<file path="config.mk">
export PLATFORM = sky130hd
export DESIGN_NAME = decoder_nw_seq
export DESIGN_NICKNAME = d
export VERILOG_FILES = /design/src/rtl/decoder_pkg.sv /design/src/rtl/onehot_dec.sv /design/src/rtl/decoder_nw_seq.sv
export SDC_FILE = /design/constraint.sdc
export NUM_CORES = 1
export LEC_CHECK = 0
export ABC_AREA = 1
export CAP_MARGIN = 15
export CORE_MARGIN = 2
export CORE_UTILIZATION = 42
export CTS_CLUSTER_SIZE = 30
export DETAILED_ROUTE_END_ITERATION = 8
export GPL_ROUTABILITY_DRIVEN = 0
export HOLD_SLACK_MARGIN = 0.1
export PLACE_DENSITY = 0.81
export SLEW_MARGIN = 10
export SYNTH_ARGS = -nofsm -noshare
export SYNTH_HDL_FRONTEND = slang
export SYNTH_HIERARCHICAL = 1
export SYNTH_SLANG_ARGS = --single-unit
</file>
<file path="constraint.sdc">
create_clock -name clk -period 1.6 [get_ports clk]
set_input_delay 0.24 -clock clk [delete_from_list [all_inputs] [get_ports clk]]
set_output_delay 0.24 -clock clk [all_outputs]
set_load 0.1 [all_outputs]
</file>
<file path="src/rtl/decoder_pkg.sv">
// Shared types and helpers for the registered one-hot decoder.
// Optional scan sequencer is built only with DECODER_SCAN_EN defined.
package decoder_pkg;

    typedef enum logic [1:0] {
        ST_IDLE = 2'd0,
        ST_HOLD = 2'd1,
        ST_SCAN = 2'd2
    } state_t;

    localparam logic DIR_UP   = 1'b0;
    localparam logic DIR_DOWN = 1'b1;

    // Widest output word the helper can describe; callers size it down.
    localparam int MAX_OUT_W = 1024;

    // All lines deasserted: zeros for active-high, ones for active-low.
    function automatic logic [MAX_OUT_W-1:0] inactive_word(input int active_low, input int out_w);
        logic [MAX_OUT_W-1:0] w;
        w = '0;
        for (int i = 0; i < MAX_OUT_W; i++) begin
            if (i < out_w && active_low != 0) w[i] = 1'b1;
        end
        return w;
    endfunction

endpackage

</file>
<file path="src/rtl/onehot_dec.sv">
// Combinational N-to-M one-hot decoder with polarity select and range flag.
// Out-of-range codes produce the inactive word.
module onehot_dec #(
    parameter int IN_W       = 3,
    parameter int OUT_W      = 8,
    parameter int ACTIVE_LOW = 0
) (
    input  logic [IN_W-1:0]  code,
    output logic [OUT_W-1:0] lines,
    output logic             in_range
);

    localparam logic [IN_W:0] LIMIT = (IN_W+1)'(OUT_W);
    localparam logic          POL   = (ACTIVE_LOW != 0);

    assign in_range = ({1'b0, code} < LIMIT);

    for (genvar i = 0; i < OUT_W; i++) begin : g_line
        assign lines[i] = (code == IN_W'(i)) ^ POL;
    end

endmodule

</file>
<file path="src/rtl/decoder_nw_seq.sv">
// Registered N-to-M one-hot decoder with valid/ready capture, range check,
// selectable polarity and an optional scan sequencer (DECODER_SCAN_EN).
module decoder_nw_seq
    import decoder_pkg::*;
#(
    parameter int IN_W       = 3,
    parameter int OUT_W      = 8,
    parameter int ACTIVE_LOW = 0,
    parameter int DWELL_W    = 8
) (
    input  logic               clk,
    input  logic               rst_n,
    input  logic               en,
    input  logic               in_valid,
    output logic               in_ready,
    input  logic [IN_W-1:0]    in_code,
    output logic [OUT_W-1:0]   outa,
    output logic               out_valid,
    output logic               code_err,
    input  logic               scan_start,
    input  logic               scan_dir,
    input  logic               scan_wrap,
    input  logic [DWELL_W-1:0] scan_dwell,
    output logic               scan_done
);

    localparam logic [OUT_W-1:0] INACT = OUT_W'(inactive_word(ACTIVE_LOW, OUT_W));

    state_t           state, nxt_state, state_d;
    logic [IN_W-1:0]  code, code_nxt;
    logic [OUT_W-1:0] dec_lines, outa_nxt;
    logic             dec_ok, valid_nxt, err_nxt, done_nxt, capture;

    assign capture = in_valid && in_ready;

`ifdef DECODER_SCAN_EN
    localparam logic [IN_W-1:0] TOP_CODE = IN_W'(OUT_W-1);
    localparam logic [IN_W-1:0] ONE      = IN_W'(1);

    logic [DWELL_W-1:0] cnt, cnt_nxt, dwell_lat, dwell_nxt;
    logic               dir_lat, dir_nxt, wrap_lat, wrap_nxt, scan_go, at_end;

    assign scan_go  = en && scan_start && (state != ST_SCAN);
    assign in_ready = en && (state != ST_SCAN) && !scan_start;
    assign at_end   = (dir_lat == DIR_DOWN) ? (code == '0) : (code == TOP_CODE);
`else
    logic unused_scan;
    assign unused_scan = ^{scan_start, scan_dir, scan_wrap, scan_dwell};
    assign in_ready    = en;
`endif

    // Next state and next code: enable, scan start, capture, then scan stepping
    always_comb begin
        nxt_state = state;
        code_nxt  = code;
        done_nxt  = 1'b0;
`ifdef DECODER_SCAN_EN
        cnt_nxt   = cnt;
        dwell_nxt = dwell_lat;
        dir_nxt   = dir_lat;
        wrap_nxt  = wrap_lat;
`endif
        if (!en) begin
            nxt_state = ST_IDLE;
        end
`ifdef DECODER_SCAN_EN
        else if (scan_go) begin
            nxt_state = ST_SCAN;
            code_nxt  = (scan_dir == DIR_DOWN) ? TOP_CODE : '0;
            cnt_nxt   = scan_dwell;
            dwell_nxt = scan_dwell;
            dir_nxt   = scan_dir;
            wrap_nxt  = scan_wrap;
        end
`endif
        else if (capture) begin
            nxt_state = ST_HOLD;
            code_nxt  = in_code;
        end
`ifdef DECODER_SCAN_EN
        else if (state == ST_SCAN) begin
            if (cnt != '0) begin
                cnt_nxt = cnt - DWELL_W'(1);
            end else begin
                cnt_nxt = dwell_lat;
                if (!at_end) begin
                    code_nxt = (dir_lat == DIR_DOWN) ? code - ONE : code + ONE;
                end else if (wrap_lat) begin
                    code_nxt = (dir_lat == DIR_DOWN) ? TOP_CODE : '0;
                end else begin
                    nxt_state = ST_IDLE;
                    done_nxt  = 1'b1;
                end
            end
        end
`endif
    end

    // Single decoder in front of the output register, fed the next code
    onehot_dec #(
        .IN_W       (IN_W),
        .OUT_W      (OUT_W),
        .ACTIVE_LOW (ACTIVE_LOW)
    ) u_dec (
        .code     (code_nxt),
        .lines    (dec_lines),
        .in_range (dec_ok)
    );

    // Output decode: an out-of-range capture drops to IDLE and flags an error
    always_comb begin
        state_d = nxt_state;
        err_nxt = 1'b0;
        if (nxt_state != ST_IDLE && !dec_ok) begin
            state_d = ST_IDLE;
            err_nxt = capture;
        end
        valid_nxt = (state_d != ST_IDLE);
        outa_nxt  = valid_nxt ? dec_lines : INACT;
    end

    // State, code and output registers
    always_ff @(posedge clk or negedge rst_n) begin
        if (!rst_n) begin
            state     <= ST_IDLE;
            code      <= '0;
            outa      <= INACT;
            out_valid <= 1'b0;
            code_err  <= 1'b0;
            scan_done <= 1'b0;
        end else begin
            state     <= state_d;
            code      <= code_nxt;
            outa      <= outa_nxt;
            out_valid <= valid_nxt;
            code_err  <= err_nxt;
            scan_done <= done_nxt;
        end
    end

`ifdef DECODER_SCAN_EN
    // Scan dwell counter and start-time latches
    always_ff @(posedge clk or negedge rst_n) begin
        if (!rst_n) begin
            cnt       <= '0;
            dwell_lat <= '0;
            dir_lat   <= DIR_UP;
            wrap_lat  <= 1'b0;
        end else begin
            cnt       <= cnt_nxt;
            dwell_lat <= dwell_nxt;
            dir_lat   <= dir_nxt;
            wrap_lat  <= wrap_nxt;
        end
    end
`endif

endmodule

</file>
==> impl_metrics.tcl <==
set metrics [dict create \
    drive_gt1_share_pct 23.7 \
    cts_tree "done" \
    fin_worst_skew_ns 0.00393 \
    fin_setup_tns_ns 0 \
    antenna_found_initial 0 \
    synth_area_per_cell_um2 8.90 \
    yosys.area.top_type_share_pct 57.8 \
    die_area_um2 1880 \
    p_int_uw 557 \
    maxCapViolations 0 \
    drtIter0Drc 10 \
    synth_top_cell_by_area "dfrtp_1" \
    die_w_um 43.3 \
    antenna_left 0 \
    p_switching_uw 255 \
    vias_per_cell 4.80 \
    synth_edf_count 0 \
    async_flop_share_pct 100 \
    total_leakage_power_nw 0.501 \
    cp.required_ns 1.36 \
    post_cts_buffers 0 \
    wl_mm 1.29 \
    fin_crit_sh_pct 85.9 \
    yosysWarnings 6 \
    critical_path.max_fanout 5 \
    place_hpwl_mm 1.01 \
    setup_violations 0 \
    worstSetupPathType "input port to output pin" \
    place_ws_ns -0.00189 \
    holdBufCountCts 0 \
    synth_common_cells "15 x dfrtp_1, 15 x inv_1, 12 x nand2_1" \
    place_area_um2 942 \
    drcViolationCount 0 \
    fin_ws_ns 0.226 \
    port_buffers 17 \
    dp.cells 105 \
    seqPwrFrac_pct 49.6 \
    clock_sinks 15 \
    rsz0062_at_grt "no" \
    postCtsResizedCells 0 \
    die_height_um 43.3 \
    cts.reportedPaths.clkPinSlew_ns 0.08 \
    p_comb_share_pct 24.5 \
    routed-via-count 523 \
    syn2layout_area_growth_pct 49.1 \
    clkLatencyLatePin_ns 0.28 \
    finish.instance_area_um2 968 \
    pwr_density_cell_nw_per_um2 838 \
    slew_viol_final 0 \
    cts_max_path_buffers 2 \
    status "completed" \
    grt_pass1_vias 520 \
    fin_crit_ns 1.37 \
    ios 30 \
    cts_buffers 3 \
    initial_utilization_pct 44.1 \
    synth_area_um2 649 \
    fp-row-count 14 \
    fillerInstances 113 \
    clockRootBuffer "clkbuf_4" \
    yosysUniqueCellTypes 13 \
    drt-wirelength-per-cell_um 11.9 \
    ys_ff_latch 15 \
    nets 112 \
    finalPower_uw 812 \
    final_util_pct 65.8 \
    p_clk_share_pct 25.9 \
    reg2reg_from "code[1]" \
    path_cells "clkdlybuf4s50_1 > buf_4 > buf_12" \
    p_sw_share_pct 31.4 \
    slowest_delay_ns 0.53 \
    synth_nets 91 \
    grt_pass1_wl_mm 2.06 \
    grt_max_degree 16 \
    finalHoldViolations 0 \
    arrival_ns 1.13 \
    cp-startpoint "en" \
    hold_slack_ns 0.265 \
    ir_drop_mv 0.445 \
    core_um2 1470 \
    end_kind "output pin" \
    instances_no_fill 109 \
    synth_cells 73 \
    worstSetupStartpointType "input port" \
    dr.pass1.iters 4 \
    max_freq_ghz 0.728 \
    ys_seq_area_share_pct 57.8 \
    r2r_cells 7 \
    grt_usage_pct 15.9 \
    holdCritPathClass "input port to asynchronous set/reset pin" \
    n_antenna_cell 0 \
    cp_slowest_cell "clkdlybuf4s50_1" \
    grt_overflow_total 0 \
    synth.area.top_cells "dfrtp_1 58%, inv_1 8.7%, nand2_1 6.9%" \
    ys.flop_type "dfrtp_1" \
    htreeDepth 1 \
]
state kept, by name, summed over array words and instances, names as in the netlist:
signal,count
state,2
code,3
outa,8
code_err,1
out_valid,1
metal layers:
layer | share of wire (%) | track usage, % | vias up
met5 | 0 | 0 | -
met4 | 1.1 | 10.9 | 0
met3 | 4.0 | 3.83 | 2
met2 | 59 | 29.3 | 14
met1 | 36 | 15.2 | 253
li1 | - | - | 254
cell type report:
class                   instances  area [um2]  area share [%]
flip-flops and latches         15         375            38.8
inverters                      17        63.8            6.59
well taps                      16        20.0            2.07
multi-input cells              37         180            18.6
clock buffers                   4        26.3            2.71
repair buffers                 20         303            31.3
kinds of logic (layout without fill, tap and decap cells):
group	count (synthesis)	in the layout	synth area share (%)
other	2	2	1.16
buffers and inverters	21	41	14.5
DFF	15	15	57.8
and+or+nand+nor	27	27	20.4
AOI/OAI and AO/OA	8	8	6.17
power by group through the flow:
| stage | clock network, mW | registers, mW | logic, mW |
|---|---|---|---|
| detailed placement | 0 | 0.411 | 0.198 |
| CTS | 0.218 | 0.403 | 0.199 |
| global placement | 0 | 0.410 | 0.190 |
| floorplan | 0 | 0.450 | 0.0869 |
| global route | 0.242 | 0.404 | 0.212 |
| finish | 0.210 | 0.403 | 0.199 |
placed cells by master, fill, tap and decap left out, types with 3 or more instances in the layout:
cell             Yosys  routed
nor2_1               8       8
nand2_1             12      12
buf_4                4       3
inv_1               15      15
buf_12               0      11
dfrtp_1             15      15
nand3_1              3       3
a21oi_1              8       8
clkdlybuf4s50_1      0       6
clkbuf_4             0       3
critical path: cells and delay by family:
family | cells | cell delay [ns]
buffers and inverters | 3 | 0.89
path summary, 6_finish.rpt:
kind	slack, ns	end
max in group asynchronous	1.16	outa[0]
hold reg to reg	0.55	code[0]
setup / recovery	0.23	in_ready
setup reg to reg	0.51	outa[1]
min in group clk	0.55	code[0]
hold / removal	0.26	code_err
No activity file was read; power rests on OpenSTA's default activity.
